## config.mk

```make
export PLATFORM = sky130hd
export DESIGN_NAME = fetch_ctrl
export DESIGN_NICKNAME = d
export VERILOG_FILES = /design/src/rtl/fetch_pkg.sv /design/src/rtl/fetch_buf.sv /design/src/rtl/fetch_ctrl.sv
export SDC_FILE = /design/constraint.sdc
export NUM_CORES = 1
export LEC_CHECK = 0
export CAP_MARGIN = 20
export CORE_ASPECT_RATIO = 0.6
export CORE_UTILIZATION = 45
export CTS_CLUSTER_DIAMETER = 80
export DETAILED_ROUTE_END_ITERATION = 12
export HOLD_SLACK_MARGIN = 0.02
export PLACE_DENSITY = 0.88
export SYNTH_ARGS = -nofsm -noshare
export SYNTH_HDL_FRONTEND = slang
export SYNTH_SLANG_ARGS = --single-unit
export TNS_END_PERCENT = 10
```

## constraint.sdc

```tcl
create_clock -name clk -period 3.8 [get_ports clk]
set_input_delay 0.76 -clock clk [delete_from_list [all_inputs] [get_ports clk]]
set_output_delay 0.76 -clock clk [all_outputs]
set_load 0.02 [all_outputs]
```

## src/rtl/fetch_pkg.sv

```systemverilog
// rtl/fetch_pkg.sv - shared state type and defaults for the fetch sequencer
package fetch_pkg;

    typedef enum logic [1:0] {
        IDLE  = 2'd0,
        FETCH = 2'd1,
        HOLD  = 2'd2,
        DROP  = 2'd3
    } fetch_state_t;

    localparam int PC_INC_DEFAULT = 4;

endpackage

```

## src/rtl/fetch_buf.sv

```systemverilog
// rtl/fetch_buf.sv - one-entry instruction/PC holding register with load and clear
module fetch_buf #(
    parameter int N = 32
) (
    input  logic         clk,
    input  logic         reset,
    input  logic         load_i,
    input  logic         clear_i,
    input  logic [N-1:0] instr_i,
    input  logic [N-1:0] pc_i,
    output logic [N-1:0] instr_o,
    output logic [N-1:0] pc_o
);
    logic [N-1:0] instr_q;
    logic [N-1:0] pc_q;

    always_ff @(posedge clk) begin
        if (reset || clear_i) begin
            instr_q <= '0;
            pc_q    <= '0;
        end else if (load_i) begin
            instr_q <= instr_i;
            pc_q    <= pc_i;
        end
    end

    assign instr_o = instr_q;
    assign pc_o    = pc_q;

endmodule

```

## src/rtl/fetch_ctrl.sv

```systemverilog
// rtl/fetch_ctrl.sv - single-outstanding fetch sequencer driving the PC register and imem port
// Optional feature macro: FETCH_MISALIGN_CHK_EN (word-aligns redirect targets, pulses fetch_misalign)
module fetch_ctrl
    import fetch_pkg::*;
#(
    parameter int N      = 32,
    parameter int PC_INC = PC_INC_DEFAULT
) (
    input  logic         clk,
    input  logic         reset,
    input  logic [N-1:0] pc_cur,
    output logic [N-1:0] pc_next,
    output logic         StallF,
    output logic         imem_req,
    output logic [N-1:0] imem_addr,
    input  logic         imem_rvalid,
    input  logic [N-1:0] imem_rdata,
    input  logic         stall_d,
    input  logic         redirect_e,
    input  logic [N-1:0] redirect_pc,
    output logic         instr_valid_d,
    output logic [N-1:0] instr_d,
    output logic [N-1:0] instr_pc_d,
    output logic         fetch_misalign
);
    fetch_state_t state_q, state_d;
    logic [N-1:0] redir_q, redir_d;
    logic         mis_q;
    logic         redir_evt;
    logic         buf_load, buf_clear;
    logic [N-1:0] buf_instr, buf_pc;
    logic [N-1:0] target, pc_seq;
    logic         misalign;

`ifdef FETCH_MISALIGN_CHK_EN
    assign target   = {redirect_pc[N-1:2], 2'b00};
    assign misalign = (redirect_pc[1:0] != 2'b00);
`else
    assign target   = redirect_pc;
    assign misalign = 1'b0;
`endif

    assign pc_seq         = pc_cur + N'(PC_INC);
    assign imem_addr      = pc_cur;
    assign fetch_misalign = mis_q;

    fetch_buf #(.N(N)) u_buf (
        .clk     (clk),
        .reset   (reset),
        .load_i  (buf_load),
        .clear_i (buf_clear),
        .instr_i (imem_rdata),
        .pc_i    (pc_cur),
        .instr_o (buf_instr),
        .pc_o    (buf_pc)
    );

    // Outputs are Mealy so a returning word can flow straight through to decode.
    always_comb begin
        state_d       = state_q;
        redir_d       = redir_q;
        redir_evt     = 1'b0;
        buf_load      = 1'b0;
        buf_clear     = 1'b0;
        StallF        = 1'b1;
        pc_next       = '0;
        imem_req      = 1'b0;
        instr_valid_d = 1'b0;
        instr_d       = buf_instr;
        instr_pc_d    = buf_pc;
        if (reset) begin
            instr_d    = '0;
            instr_pc_d = '0;
        end else begin
            unique case (state_q)
                IDLE: state_d = FETCH;
                FETCH: begin
                    imem_req = 1'b1;
                    if (imem_rvalid && redirect_e) begin
                        redir_evt = 1'b1;
                        pc_next   = target;
                        StallF    = 1'b0;
                    end else if (imem_rvalid && !stall_d) begin
                        instr_valid_d = 1'b1;
                        instr_d       = imem_rdata;
                        instr_pc_d    = pc_cur;
                        pc_next       = pc_seq;
                        StallF        = 1'b0;
                    end else if (imem_rvalid) begin
                        buf_load = 1'b1;
                        state_d  = HOLD;
                    end else if (redirect_e) begin
                        redir_evt = 1'b1;
                        redir_d   = target;
                        state_d   = DROP;
                    end
                end
                HOLD: begin
                    if (redirect_e) begin
                        redir_evt = 1'b1;
                        buf_clear = 1'b1;
                        pc_next   = target;
                        StallF    = 1'b0;
                        state_d   = FETCH;
                    end else begin
                        instr_valid_d = 1'b1;
                        if (!stall_d) begin
                            buf_clear = 1'b1;
                            pc_next   = pc_seq;
                            StallF    = 1'b0;
                            state_d   = FETCH;
                        end
                    end
                end
                DROP: begin
                    // The abandoned request is still in flight; wait it out before refetching.
                    if (redirect_e) begin
                        redir_evt = 1'b1;
                        redir_d   = target;
                    end
                    if (imem_rvalid) begin
                        pc_next = redirect_e ? target : redir_q;
                        StallF  = 1'b0;
                        state_d = FETCH;
                    end
                end
            endcase
        end
    end

    always_ff @(posedge clk) begin
        if (reset) begin
            state_q <= IDLE;
            redir_q <= '0;
            mis_q   <= 1'b0;
        end else begin
            state_q <= state_d;
            redir_q <= redir_d;
            mis_q   <= redir_evt && misalign;
        end
    end

endmodule

```

==> results.json, run 1 <==
{
  "layout-drive-gt1-share_pct": 11.7,
  "route.detailed.drc": 0,
  "period_minus_slack_ns": 3.87,
  "yosysWarnings": 0,
  "routabilityCongestion": 0.975,
  "power_mw": 2.72,
  "ant_nets": 0,
  "path_clk_slew_ns": 0.07,
  "layout_setup_ws_ns": -0.0741,
  "async_flop_share_pct": 0,
  "cts_buffers": 9,
  "die_h_um": 91.9,
  "drt_pre_antenna_iters": 5,
  "maxUsedRoutingLayer": "met4",
  "wire_per_inst_um": 16.7,
  "htreeDepth": 3,
  "wl_met1_um": 9490,
  "endpoint_kind": "primary output",
  "area.growth.synth_to_final_pct": 51.2,
  "crit_chain": "clkdlybuf4s50_1 > ha_2 > nand4_2 > or4_4 > or4_4 > xnor2_2 > o22ai_2 > buf_6",
  "synth-main-ff-cell": "dfxtp_1",
  "setup_violations": 1,
  "dieArea_um2": 13900,
  "port_buffers": 231,
  "finish.net_count": 1267,
  "io_pins": 233,
  "grt_pass1_wl_um": 36100,
  "max_slew_margin_pct": 54.5,
  "grt_max_degree": 65,
  "cap_violations": 0,
  "critPathMaxStageDelay_ns": 0.56,
  "hold_buffers": 0,
  "max_freq_ghz": 0.258,
  "vias": 7416,
  "clock_skew_ns": 0.00641,
  "start_kind": "input pin",
  "worstMarginPinSlew_ns": 0.682,
  "synthesis.nets": 1041,
  "synth_edf_count": 0,
  "hold_viol": 0,
  "synth.distinct_cells": 52,
  "overflow": 0,
  "dr.first_iter.drc_count": 533,
  "dp_slack_ns": -0.699,
  "path_common_cell": "or4_4",
  "arrival_ns": 3.11,
  "row_count": 32,
  "post-cts-setup-buffer-count": 0,
  "cts_tree": "done",
  "clk-insertion-delay-late_ns": 0.34,
  "critical_path_class": "in -> out",
  "hold_class": "reg -> reg",
  "required_ns": 3.04,
  "yosysSeqAreaShare_pct": 32.4,
  "powerDensity_nw_per_um2": 297,
  "cp_slowest_cell": "or4_4",
  "clk_path_buf_depth": 2,
  "syn_avg_cell_area_um2": 6.48,
  "status": "finished, violations left",
  "met2_length_um": 10400,
  "fillers": 1083,
  "min_period_over_period_pct": 102,
  "hpwl_um": 16200,
  "rsz0062_at_grt": "yes",
  "initial_core_util_pct": 46.7,
  "core_area_um2": 13000,
  "grt_usage_pct": 31.8,
  "syn_area_um2": 6060,
  "yosys_register_bits": 98,
  "die_w_um": 152,
  "syn-instance-count": 935,
  "totalWireLength_um": 22300,
  "met3WireLength_um": 2080,
  "vias_per_cell": 5.55,
  "antenna_found_initial": 0,
  "peakVddDrop_mv": 0.231,
  "clock-sinks": 98,
  "grt_pass1_vias": 6993,
  "root_buffer": "clkbuf_16",
  "violations": "setup timing",
  "diodes": 0,
  "path_max_fanout": 2,
  "slew_violations": 0,
  "power_leakage_nw": 3.18
}
==> cell usage after synthesis, types with 4 or more instances <==
cell type	number	share of area [%]
nand2_1	338	21
a21oi_1	183	15
dfxtp_1	98	32
clkbuf_1	67	4.2
buf_4	33	4.1
nor2_1	27	1.7
o21ai_0	27	2.2
a221oi_1	15	2.2
xor2_1	14	2.0
a22oi_1	10	1.2
nand4_1	10	1.0
nor3_1	9	0.74
inv_1	8	0.50
nand3_1	8	0.66
nor4_1	6	0.62
o21ai_1	6	0.50
xnor2_1	6	0.87
ha_1	5	1.0
or2_2	5	0.52
a211oi_1	4	0.50
a22o_1	4	0.58
and2_1	4	0.41
buf_2	4	0.33
o22ai_1	4	0.41
==> state kept, by name (all words and copies together), names as in the netlist <==
name	count
u_buf.pc_o	32
redir_q	32
u_buf.instr_o	32
state_q	2
==> power breakdown <==
group          internal (mW)  switching [mW]
Combinational          0.331           0.409
Clock                  0.463           0.441
Sequential              1.06          0.0176
Total                   1.85           0.868
==> cell usage in the layout (no fill, tap or decap), types with 3 or more instances in the layout <==
cell type | netlist | layout
a211oi_1 | 4 | 3
a21boi_0 | 3 | 3
a21oi_1 | 183 | 182
a221oi_1 | 15 | 14
a22o_1 | 4 | 4
a22oi_1 | 10 | 10
and2_1 | 4 | 4
buf_12 | 0 | 9
buf_2 | 4 | 3
buf_4 | 33 | 85
clkbuf_16 | 0 | 9
clkdlybuf4s50_1 | 0 | 206
dfxtp_1 | 98 | 98
dlygate4sd2_1 | 0 | 10
dlymetal6s2s_1 | 0 | 5
ha_1 | 5 | 4
inv_1 | 8 | 8
inv_6 | 0 | 3
mux2i_1 | 3 | 3
nand2_1 | 338 | 338
nand3_1 | 8 | 7
nand4_1 | 10 | 10
nor2_1 | 27 | 27
nor3_1 | 9 | 7
nor4_1 | 6 | 6
o211ai_1 | 3 | 3
o21ai_0 | 27 | 27
o21ai_1 | 6 | 6
o22ai_1 | 4 | 3
or2_2 | 5 | 5
xnor2_1 | 6 | 6
xor2_1 | 14 | 14
==> final timing paths <==
kind,startpoint,end,slack (ns),depth (start not counted)
setup / recovery,pc_cur[3],pc_next[26],-0.07,8
hold / removal,u_buf.instr_o[16],u_buf.instr_o[16],0.46,2
setup reg to reg,state_q[1],u_buf.instr_o[14],1.39,9
hold reg to reg,u_buf.instr_o[16],u_buf.instr_o[16],0.46,2
==> repair_timing <==
item / 4_1_cts / 5_1_grt
hold endpoints to repair: 0 / 0
pin swaps: 0 / 3
endpoints found under the setup margin: 19 / 63
resized for setup: 47 / 13
gates cloned: 0 / 0
==> per-layer routing <==
metal  vias to the layer above  GRT usage (%)
li1                       3578              -
met1                      3452           42.2
met2                       364           52.8
met3                        22           7.33
met4                         0           6.17
met5                         -              0
==> stage by stage <==
stage | std cells | setup TNS [ns] | area [µm²] | utilization, % | hold slack [ns]
floorplan | 935 | 0 | 6060 | - | 0.436
global placement | 1319 | -4.01 | 8840 | 68.2 | 0.442
detailed placement | 1320 | -4.82 | 8860 | 68.3 | 0.447
CTS | 1336 | -0.180 | 9130 | 70.4 | 0.457
global route | 1336 | -0.797 | 9160 | 70.6 | 0.476
finish | 1336 | -0.0741 | 9160 | 70.6 | 0.456
==> layout make-up <==
type | instances | area, µm² | share of cell area [%]
Clock inverter | 7 | 72.6 | 0.792
Inverter | 9 | 33.8 | 0.369
Tap cell | 170 | 213 | 2.32
Multi-Input combinational cell | 722 | 3580 | 39.1
Sequential cell | 98 | 1960 | 21.4
Timing Repair Buffer | 321 | 3080 | 33.6
Clock buffer | 9 | 225 | 2.46
==> cell families (layout without fill, tap and decap cells) <==
kind of cell / Yosys count / count (layout) / synth area share [%]
other cells: 1 / 1 / 0.0619
mux: 3 / 3 / 0.496
xor+xnor: 21 / 21 / 3.16
fa+ha+maj: 5 / 5 / 1.03
compound gates: 269 / 269 / 24.8
buf+inv: 115 / 346 / 9.25
flops: 98 / 98 / 32.4
simple gates: 423 / 423 / 28.8
==> critical path, delay by kind of cell <==
kind / cells / cell delay, ns
buffers and inverters: 2 / 0.66
and+or+nand+nor: 3 / 1.16
AOI/OAI and AO/OA: 1 / 0.16
adders and majority gates: 1 / 0.21
xor gates and xnor gates: 1 / 0.15
No activity file was read; power rests on OpenSTA's default activity.
==> run 2, diff against run 1 <==
==> constraint.sdc (replaced) <==
create_clock -name clk -period 3.8 [get_ports clk]
set_input_delay 0.57 -clock clk [delete_from_list [all_inputs] [get_ports clk]]
set_output_delay 0.57 -clock clk [all_outputs]
set_load 0.02 [all_outputs]
==> run 2 against run 1 <==
Compared with the run above: the flow now finishes without violations; sequential power about the same; clock skew hardly changed; final area decreased by 3.0%; fmax is 3.5% higher; sequential cell count did not move; clock power up 3.4%; critical path depth is the same; cell count is 2.0% lower; sequential share of layout area increased by 0.66 points; global-route usage down 1.4 points; total power fell by 0.13%; die area stayed put; largest power group unchanged; highest routed layer unchanged.
==> results.json, run 2 (synthesized netlist as in run 1, its figures left out) <==
{
  "rsz0062_at_grt": "no",
  "fillers": 1137,
  "clk_path_buf_depth": 2,
  "row_count": 32,
  "reg2reg_depth": 8,
  "slew_violations": 0,
  "rrSetupSlack_ns": 1.38,
  "path_buf_inv": 2,
  "setup.worst_path.start": "pc_cur[3]",
  "path_clk_slew_ns": 0.07,
  "die_w_um": 152,
  "crit_path_end": "pc_next[26]",
  "crit_chain": "clkdlybuf4s50_1 > ha_2 > nand4_2 > or4_4 > or4_4 > xnor2_2 > o22ai_1 > buf_2",
  "r2r-start": "state_q[1]",
  "power_mw": 2.71,
  "whs_ns": 0.456,
  "diodes": 0,
  "vias_per_cell": 5.50,
  "grt_usage_pct": 30.3,
  "layout-drive-gt1-share_pct": 8.60,
  "dr.first_iter.drc_count": 493,
  "finish.net_count": 1240,
  "worstReg2RegEnd": "u_buf.instr_o[31]",
  "status": "complete, no violations",
  "vias": 7197,
  "period_minus_slack_ns": 3.74,
  "final_common_cell": "nand2_1",
  "core_area_um2": 13000,
  "dieArea_um2": 13900,
  "setup_violations": 0,
  "grt_max_degree": 65,
  "overflow": 0,
  "max_freq_ghz": 0.267,
  "path_max_fanout": 2,
  "clk-insertion-delay-late_ns": 0.34,
  "root_buffer": "clkbuf_16",
  "cts_tree": "done",
  "path_common_cell": "or4_4",
  "grt_pass1_wl_um": 34300,
  "post-cts-setup-buffer-count": 0,
  "required_ns": 3.23,
  "antenna_found_initial": 0,
  "start_kind": "input pin",
  "layout_common_cells": "338 x nand2_1, 222 x clkdlybuf4s50_1, 183 x a21oi_1, 98 x dfxtp_1, 60 x buf_4",
  "htreeDepth": 3,
  "hold_buffers": 0,
  "cp_slowest_cell": "or4_4",
  "peakVddDrop_mv": 0.199,
  "min_period_over_period_pct": 98.5,
  "ant_nets": 0,
  "die_h_um": 91.9,
  "arrival_ns": 3.17,
  "endpoint_kind": "primary output",
  "cap_violations": 0,
  "finish.utilization_pct": 68.5,
  "power_leakage_nw": 2.93,
  "area.growth.synth_to_final_pct": 46.7,
  "worstMarginPinSlew_ns": 0.688,
  "clock_skew_ns": 0.00691,
  "hold_viol": 0,
  "drt_pre_antenna_iters": 4,
  "hold_class": "reg -> reg",
  "clock-sinks": 98,
  "max_slew_margin_pct": 54.1,
  "grt_pass1_vias": 6684,
  "cts_buffers": 9,
  "route.detailed.drc": 0,
  "totalWireLength_um": 21300,
  "critPathMaxStageDelay_ns": 0.59,
  "critPathTopFamily": "simple AND/OR/NAND/NOR gates",
  "powerDensity_nw_per_um2": 305,
  "wire_per_inst_um": 16.2,
  "cp.depth": 8,
  "io_pins": 233,
  "critical_path_class": "in -> out",
  "initial_core_util_pct": 46.7,
  "port_buffers": 231,
  "routabilityCongestion": 0.995,
  "hpwl_um": 15300
}
[run 2: cell count changes in the layout (fill, tap and decap cells not counted), sizes merged]
cell	previous run	this run
clkbuf	9	11
dlygate4sd2	10	5
clkdlybuf4s15	2	0
clkinvlp	0	3
buf	98	65
dlymetal6s2s	5	1
inv	12	11
bufinv	0	1
clkinv	4	0
clkdlybuf4s50	206	222
[run 2: worst min path at each step]
stage                 startpoint                 to  slack (ns)  cells past startpoint
2_1_floorplan        redir_q[10]        redir_q[10]        0.44                      2
3_3_place_gp   u_buf.instr_o[13]  u_buf.instr_o[13]        0.44                      2
3_5_place_dp         redir_q[10]        redir_q[10]        0.45                      2
4_1_cts              redir_q[17]        redir_q[17]        0.46                      2
5_1_grt        u_buf.instr_o[27]  u_buf.instr_o[27]        0.47                      2
6_report          u_buf.pc_o[18]     u_buf.pc_o[18]        0.46                      2
[run 2: tightest hold or removal path: cells and delay by family (launching register included)]
kind / cells / cell delay [ns]
simple gates: 1 / 0.05
compound gates: 1 / 0.05
flops: 1 / 0.31
[run 2: per-stage QoR]
step                      cell area (µm²)  instances  setup slack [ns]  setup TNS [ns]
final                                8890       1309            0.0573               0
after global routing                 8890       1309           0.00310               0
after CTS                            8890       1309            0.0742               0
after detailed placement             8600       1293            -0.375          -0.879
after global placement               8600       1293            -0.297          -0.379
after floorplan                      6060        935             0.679               0
[run 2: power by group]
group	switching, mW	internal [mW]
clock network	0.415	0.520
registers	0.0178	1.06
logic	0.394	0.311
[run 2: metal layers]
metal	wire, µm	vias up	global-route usage (%)
li1	-	3510	-
met1	9240	3290	41.3
met2	9600	356	46.9
met3	1930	41	7.94
met4	484	0	9.08
met5	0	-	0
[run 2: layout make-up]
class / instances / area, µm² / area share (%)
clock inverters: 6 / 75.1 / 0.845
well taps: 170 / 213 / 2.39
clock buffers: 10 / 229 / 2.58
inverters: 9 / 33.8 / 0.380
flip-flops and latches: 98 / 1960 / 22.1
multi-input cells: 722 / 3560 / 40.0
repair buffers: 294 / 2820 / 31.7
[run 2: timing repair]
action                                  in CTS  in global routing
gates resized for setup                     10                  4
endpoints found under the setup margin       7                  3
hold endpoints to repair                     0                  0
==> RTL edit 1 (flow settings as in run 2) <==
Encoding of `fetch_state_t`: now one-hot (4 bits for 4 states).
--- a/src/rtl/fetch_pkg.sv
+++ b/src/rtl/fetch_pkg.sv
@@ -3,7 +3,7 @@
 
-    typedef enum logic [1:0] {
-        IDLE  = 2'd0,
-        FETCH = 2'd1,
-        HOLD  = 2'd2,
-        DROP  = 2'd3
+    typedef enum logic [3:0] {
+        IDLE  = 4'b0001,
+        FETCH = 4'b0010,
+        HOLD  = 4'b0100,
+        DROP  = 4'b1000
     } fetch_state_t;
Behaviour: same outputs for any inputs over 4 cycles, from zero or initial values and one cycle with reset high; so few cycles prove little.
==> RTL edit 1 against run 2 <==
  * Sequential cell count up 2
  * Worst setup slack got worse by 13 ps
  * Via count grew 1.1%
  * Non-clock buffer count down 3
  * Register-to-register slack worse by 310 ps
  * Design area up 2.3%
  * Power fell by 8.8%
  * Combinational power decreased by 31%
  * Synthesized area is 5.5% higher
  * Wire length grew 5.4%
==> RTL edit 1: results (changes against run 2) <==
\begin{tabular}{lr}
\hline
Metric & Value \\
\hline
\multicolumn{2}{l}{\textbf{Yosys}} \\
Largest cells by area after synthesis & dfxtp\_1, nand2\_1, a21oi\_1 \\
Synthesis Warnings & 0 (unchanged) \\
Post-Synthesis Net Count & 1,006 (-3.4\%) \\
Number of different library cells in the post-synthesis netlist & 56 (+7.7\%) \\
Sequential element share of the synthesized area & 31.31\% (-1.1 points) \\
Post-synth top cells & nand2\_1, a21oi\_1, dfxtp\_1 \\
\multicolumn{2}{l}{\textbf{Finish}} \\
Number of fill cells & 1,203 (+5.8\%) \\
Number of diodes & 0 (unchanged) \\
Share of cells above drive strength 1 & 9.429\% (+0.82 points) \\
Final nets & 1,200 (-3.2\%) \\
\multicolumn{2}{l}{\textbf{Outcome}} \\
Run status & completed \\
\multicolumn{2}{l}{\textbf{Setup path}} \\
Slowest stage cell, crit path & clkdlybuf4s50\_1 \\
Family of cells with the greatest summed delay on the critical path & buffers and inverters \\
Critical-path maximum fanout & 5 (+3) \\
CP peak stage delay & 660 ps (+70 ps) \\
CP arrival & 3190 ps (+20 ps) \\
\multicolumn{2}{l}{\textbf{Power}} \\
Internal Power & 1766 uW (-6.4\%) \\
Leakage power summed over all cells & 0.003297 uW (+12\%) \\
Worst-case vdd ir drop & 248.7 uV (+25\%) \\
\multicolumn{2}{l}{\textbf{GRT}} \\
Met3 Usage GRT & 10.00\% (+2.1 points) \\
Met2 routing resource usage after global routing & 46.32\% (-0.61 points) \\
First-pass GRT wire length & 34,930 um (+1.9\%) \\
Maximum number of pins on one net before global-route repair & 81 (+25\%) \\
Antenna violations before repair & 0 (unchanged) \\
Total track usage & 30.15\% (-0.19 points) \\
Grt met1 use & 40.89\% (-0.37 points) \\
Vias in the first global route & 6,656 (-0.42\%) \\
\multicolumn{2}{l}{\textbf{Drt}} \\
Drt first-iter violations & 691 (+40\%) \\
Antenna violation net count after detailed routing & 0 (unchanged) \\
Detailed Routing Iterations Pass 1 & 5 (+1) \\
WL per Instance & 17.30 um (+6.6\%) \\
Met1 routed wirelength after detailed routing & 9650 um (+4.4\%) \\
Via-to-Cell Ratio & 5.619 (+2.2\%) \\
Length of routed met3 wiring & 2618 um (+36\%) \\
DR WL met2 & 9834 um (+2.4\%) \\
\multicolumn{2}{l}{\textbf{Place}} \\
Place WS & 32.06 ps (+407.5 ps) \\
Post-DP Area & 8788 sq um (+2.2\%) \\
Gp weighted congestion & 0.9439 (-5.1\%) \\
Total half-perimeter wirelength after legalization and detailed placement & 16,030 um (+4.5\%) \\
\multicolumn{2}{l}{\textbf{Timing}} \\
Fin Clk Skew & 8.577 ps (+1.672 ps) \\
Slew of the pin with the lowest slew margin & 1025 ps (+336.7 ps) \\
\hline
\end{tabular}
==> RTL edit 1: worst paths after layout <==
check                         from          endpoint  slack, ps  cells past startpoint
setup / recovery         pc_cur[7]       pc_next[29]         40                      8
setup reg to reg        state_q[1]    u_buf.pc_o[30]       1070                      6
hold / removal    u_buf.instr_o[3]  u_buf.instr_o[3]        460                      2
hold reg to reg   u_buf.instr_o[3]  u_buf.instr_o[3]        460                      2
==> RTL edit 1: logic make-up (layout without fill, tap and decap cells) <==
group                      count (synthesis)  after routing  share of synthesized area [%]
adders and majority gates                  1              1                         0.1956
other                                      1              1                        0.05864
buffers and inverters                    116            315                          10.88
xor gates and xnor gates                  24             24                          3.287
muxes                                     35             35                          5.478
AOI/OAI and AO/OA                        225            225                          21.07
DFF                                      100            100                          31.31
and+or+nand+nor                          402            402                          27.72
==> RTL edit 1: power by group through the flow <==
stage | clock network [uW] | logic, uW | registers [uW]
floorplan | 0 | 231 | 1090
global placement | 0 | 471 | 1100
detailed placement | 0 | 474 | 1100
CTS | 936 | 477 | 1070
global route | 974 | 512 | 1080
finish | 917 | 484 | 1070
==> RTL edit 1: metrics by stage <==
step	setup TNS, ps	util (%)	instances
floorplan	0	-	904
global placement	0	63.92	1279
detailed placement	0	63.92	1279
CTS	0	66.06	1295
global route	-100.6	66.15	1295
finish	0	66.15	1295
==> RTL edit 1: area by class of cell <==
| cell class | count | area share, % |
|---|---|---|
| clock buffers | 10 | 2.628 |
| clock inverters | 6 | 0.6053 |
| inverters | 8 | 0.3302 |
| multi-input cells | 688 | 40.78 |
| flip-flops and latches | 100 | 22.01 |
| well taps | 192 | 2.641 |
| repair buffers | 291 | 31.01 |
==> RTL edit 1: repair_timing <==
item | in CTS | in global routing
setup endpoints to repair | 0 | 10
hold buffers | 0 | 0
resized for setup | 0 | 6
==> RTL edit 2 (settings of run 2) <==
Made on the original files. Add a define of `FETCH_MISALIGN_CHK_EN`.
--- a/src/rtl/fetch_ctrl.sv
+++ b/src/rtl/fetch_ctrl.sv
@@ -2,2 +2,4 @@
 // Optional feature macro: FETCH_MISALIGN_CHK_EN (word-aligns redirect targets, pulses fetch_misalign)
+`define FETCH_MISALIGN_CHK_EN
+
 module fetch_ctrl
Behaviour: not the same (a bounded check fails within 4 cycles, from zero or initial values and one cycle with reset high).
==> RTL edit 2 against run 2 <==
  * The flow now finishes with violations (DRC)
  * Synthesized area is 0.68% higher
  * Worst setup slack better by 45 ps
  * Synthesized cell count is 1.3% lower
  * Register-to-register slack worse by 270 ps
  * Sequential cell count is 1 higher
  * Wire length is 3.1% higher
  * Critical path depth stayed put
  * Worst hold slack worse by 2.2 ps
  * Design area is 0.25% higher
  * Power is 3.0% lower
  * Die area is 0.67% higher
  * Critical path type unchanged
  * Largest power group unchanged
==> RTL edit 2: results (changes against run 2) <==
\begin{tabular}{lr}
\hline
Metric & Value \\
\hline
\multicolumn{2}{l}{\textbf{Outcome}} \\
Run status & complete, but fails checks \\
Violated checks & DRC \\
\multicolumn{2}{l}{\textbf{Clock tree}} \\
Total clock buffers created by CTS & 9 (unchanged) \\
Total of cells resized after clock tree synthesis & 0 (-10) \\
Maximum root-to-sink buffer count & 2 (unchanged) \\
\multicolumn{2}{l}{\textbf{Power}} \\
Net load switching power & 821.9 uW (-0.59\%) \\
Worst-case vdd ir drop & 204.2 uV (+2.5\%) \\
Leakage power summed over all cells & 0.003184 uW (+8.6\%) \\
\multicolumn{2}{l}{\textbf{GRT}} \\
First-pass GRT wire length & 34,570 um (+0.85\%) \\
Maximum number of pins on one net before global-route repair & 67 (+3.1\%) \\
Vias in the first global route & 6,622 (-0.93\%) \\
Antenna violations before repair & 0 (unchanged) \\
Grt met1 use & 41.65\% (+0.39 points) \\
Met2 routing resource usage after global routing & 48.27\% (+1.3 points) \\
Met3 Usage GRT & 7.656\% (-0.28 points) \\
Total track usage & 30.92\% (+0.58 points) \\
\multicolumn{2}{l}{\textbf{Place}} \\
Place WS & 33.86 ps (+409.3 ps) \\
Port Buf Inserts & 232 (+0.43\%) \\
Gp weighted congestion & 0.9829 (-1.2\%) \\
Total half-perimeter wirelength after legalization and detailed placement & 15,950 um (+4.0\%) \\
\multicolumn{2}{l}{\textbf{Timing}} \\
Slew of the pin with the lowest slew margin & 889.6 ps (+201.7 ps) \\
Fin Clk Skew & 4.509 ps (-2.396 ps) \\
Final setup viols & 0 (unchanged) \\
\multicolumn{2}{l}{\textbf{Yosys}} \\
Number of different library cells in the post-synthesis netlist & 47 (-9.6\%) \\
Post-Synthesis Net Count & 1,029 (-1.2\%) \\
Post-synth top cells & nand2\_1, a21oi\_1, dfxtp\_1 \\
Area fraction in compound gates after synthesis & 22.62\% (-2.2 points) \\
Multiplexer fraction of the synthesized cell area & 0.4922\% (-0.0034 points) \\
Sequential element share of the synthesized area & 32.49\% (+0.11 points) \\
Adder and majority gate portion of the synthesized area & 1.025\% (-0.0070 points) \\
Largest cells by area after synthesis & dfxtp\_1, nand2\_1, a21oi\_1 \\
\multicolumn{2}{l}{\textbf{Finish}} \\
Share of cells above drive strength 1 & 8.954\% (+0.35 points) \\
Final nets & 1,230 (-0.81\%) \\
\multicolumn{2}{l}{\textbf{Setup path}} \\
Slowest stage cell, crit path & clkdlybuf4s50\_1 \\
CP peak stage delay & 630 ps (+40 ps) \\
Family of cells with the greatest summed delay on the critical path & buffers and inverters \\
CP arrival & 3130 ps (-40 ps) \\
Critical-path maximum fanout & 8 (+6) \\
\multicolumn{2}{l}{\textbf{Drt}} \\
Drt first-iter violations & 633 (+28\%) \\
Remaining routing DRC violations & 17 (+17) \\
Via-to-Cell Ratio & 5.561 (+1.1\%) \\
Detailed Routing Iterations Pass 1 & 9 (+5) \\
\hline
\end{tabular}
## RTL edit 2: power groups by stage
stage | Clock, uW | Sequential, uW | Combinational (uW)
3_3_place_gp | 0 | 1100 | 658
2_1_floorplan | 0 | 1100 | 335
5_1_grt | 934 | 1090 | 721
3_5_place_dp | 0 | 1110 | 663
4_1_cts | 892 | 1080 | 667
6_report | 876 | 1080 | 675
## RTL edit 2: metal layers
| metal | share of wire, % | wire length (um) | vias up |
|---|---|---|---|
| li1 | - | - | 3475 |
| met1 | 43 | 9529 | 3310 |
| met2 | 44 | 9630 | 400 |
| met3 | 11 | 2309 | 33 |
| met4 | 2.0 | 439 | 0 |
| met5 | 0 | 0 | - |
## RTL edit 2: kinds of logic (layout without fill, tap and decap cells)
group	Yosys count	after routing
AND/OR/NAND/NOR	423	423
AO/OA/AOI/OAI	247	247
buffers and inverters	119	324
flip-flops	99	99
XOR/XNOR	27	27
adder cells (fa/ha/maj)	5	5
multiplexers	3	3
## RTL edit 2: worst paths after layout
check	to	depth (start not counted)	slack, ps	from
setup reg to reg	u_buf.pc_o[8]	7	1110	state_q[1]
hold reg to reg	redir_q[13]	2	450	redir_q[13]
setup / recovery	pc_next[13]	8	100	pc_cur[5]
hold / removal	redir_q[13]	2	450	redir_q[13]
## RTL edit 2: worst reg2reg max path: stages, from the launching register on
cell and delay (ps):
dfxtp_1 340, inv_1 80, ha_1 390, nor2b_1 360, and3_2 840, buf_4 390, nand2_1 100, a21oi_1 130
## RTL edit 2: per-stage QoR
step	hold WS, ps	cells	cell area [sq um]	power (uW)
after floorplan	431.9	923	6101	1438
after global placement	438.1	1282	8582	1763
after detailed placement	442.6	1282	8582	1769
after CTS	451.8	1297	8859	2640
after global routing	465.8	1298	8911	2740
final	453.5	1298	8911	2634
## RTL edit 2: cell type report
type | count | area [sq um]
clock inverter | 6 | 51.30
timing repair buffer | 297 | 2853
inverter | 12 | 45.04
sequential | 99 | 1982
multi-input combinational | 705 | 3542
tap | 170 | 212.7
clock buffer | 9 | 225.2
fill | 1126 | 4101
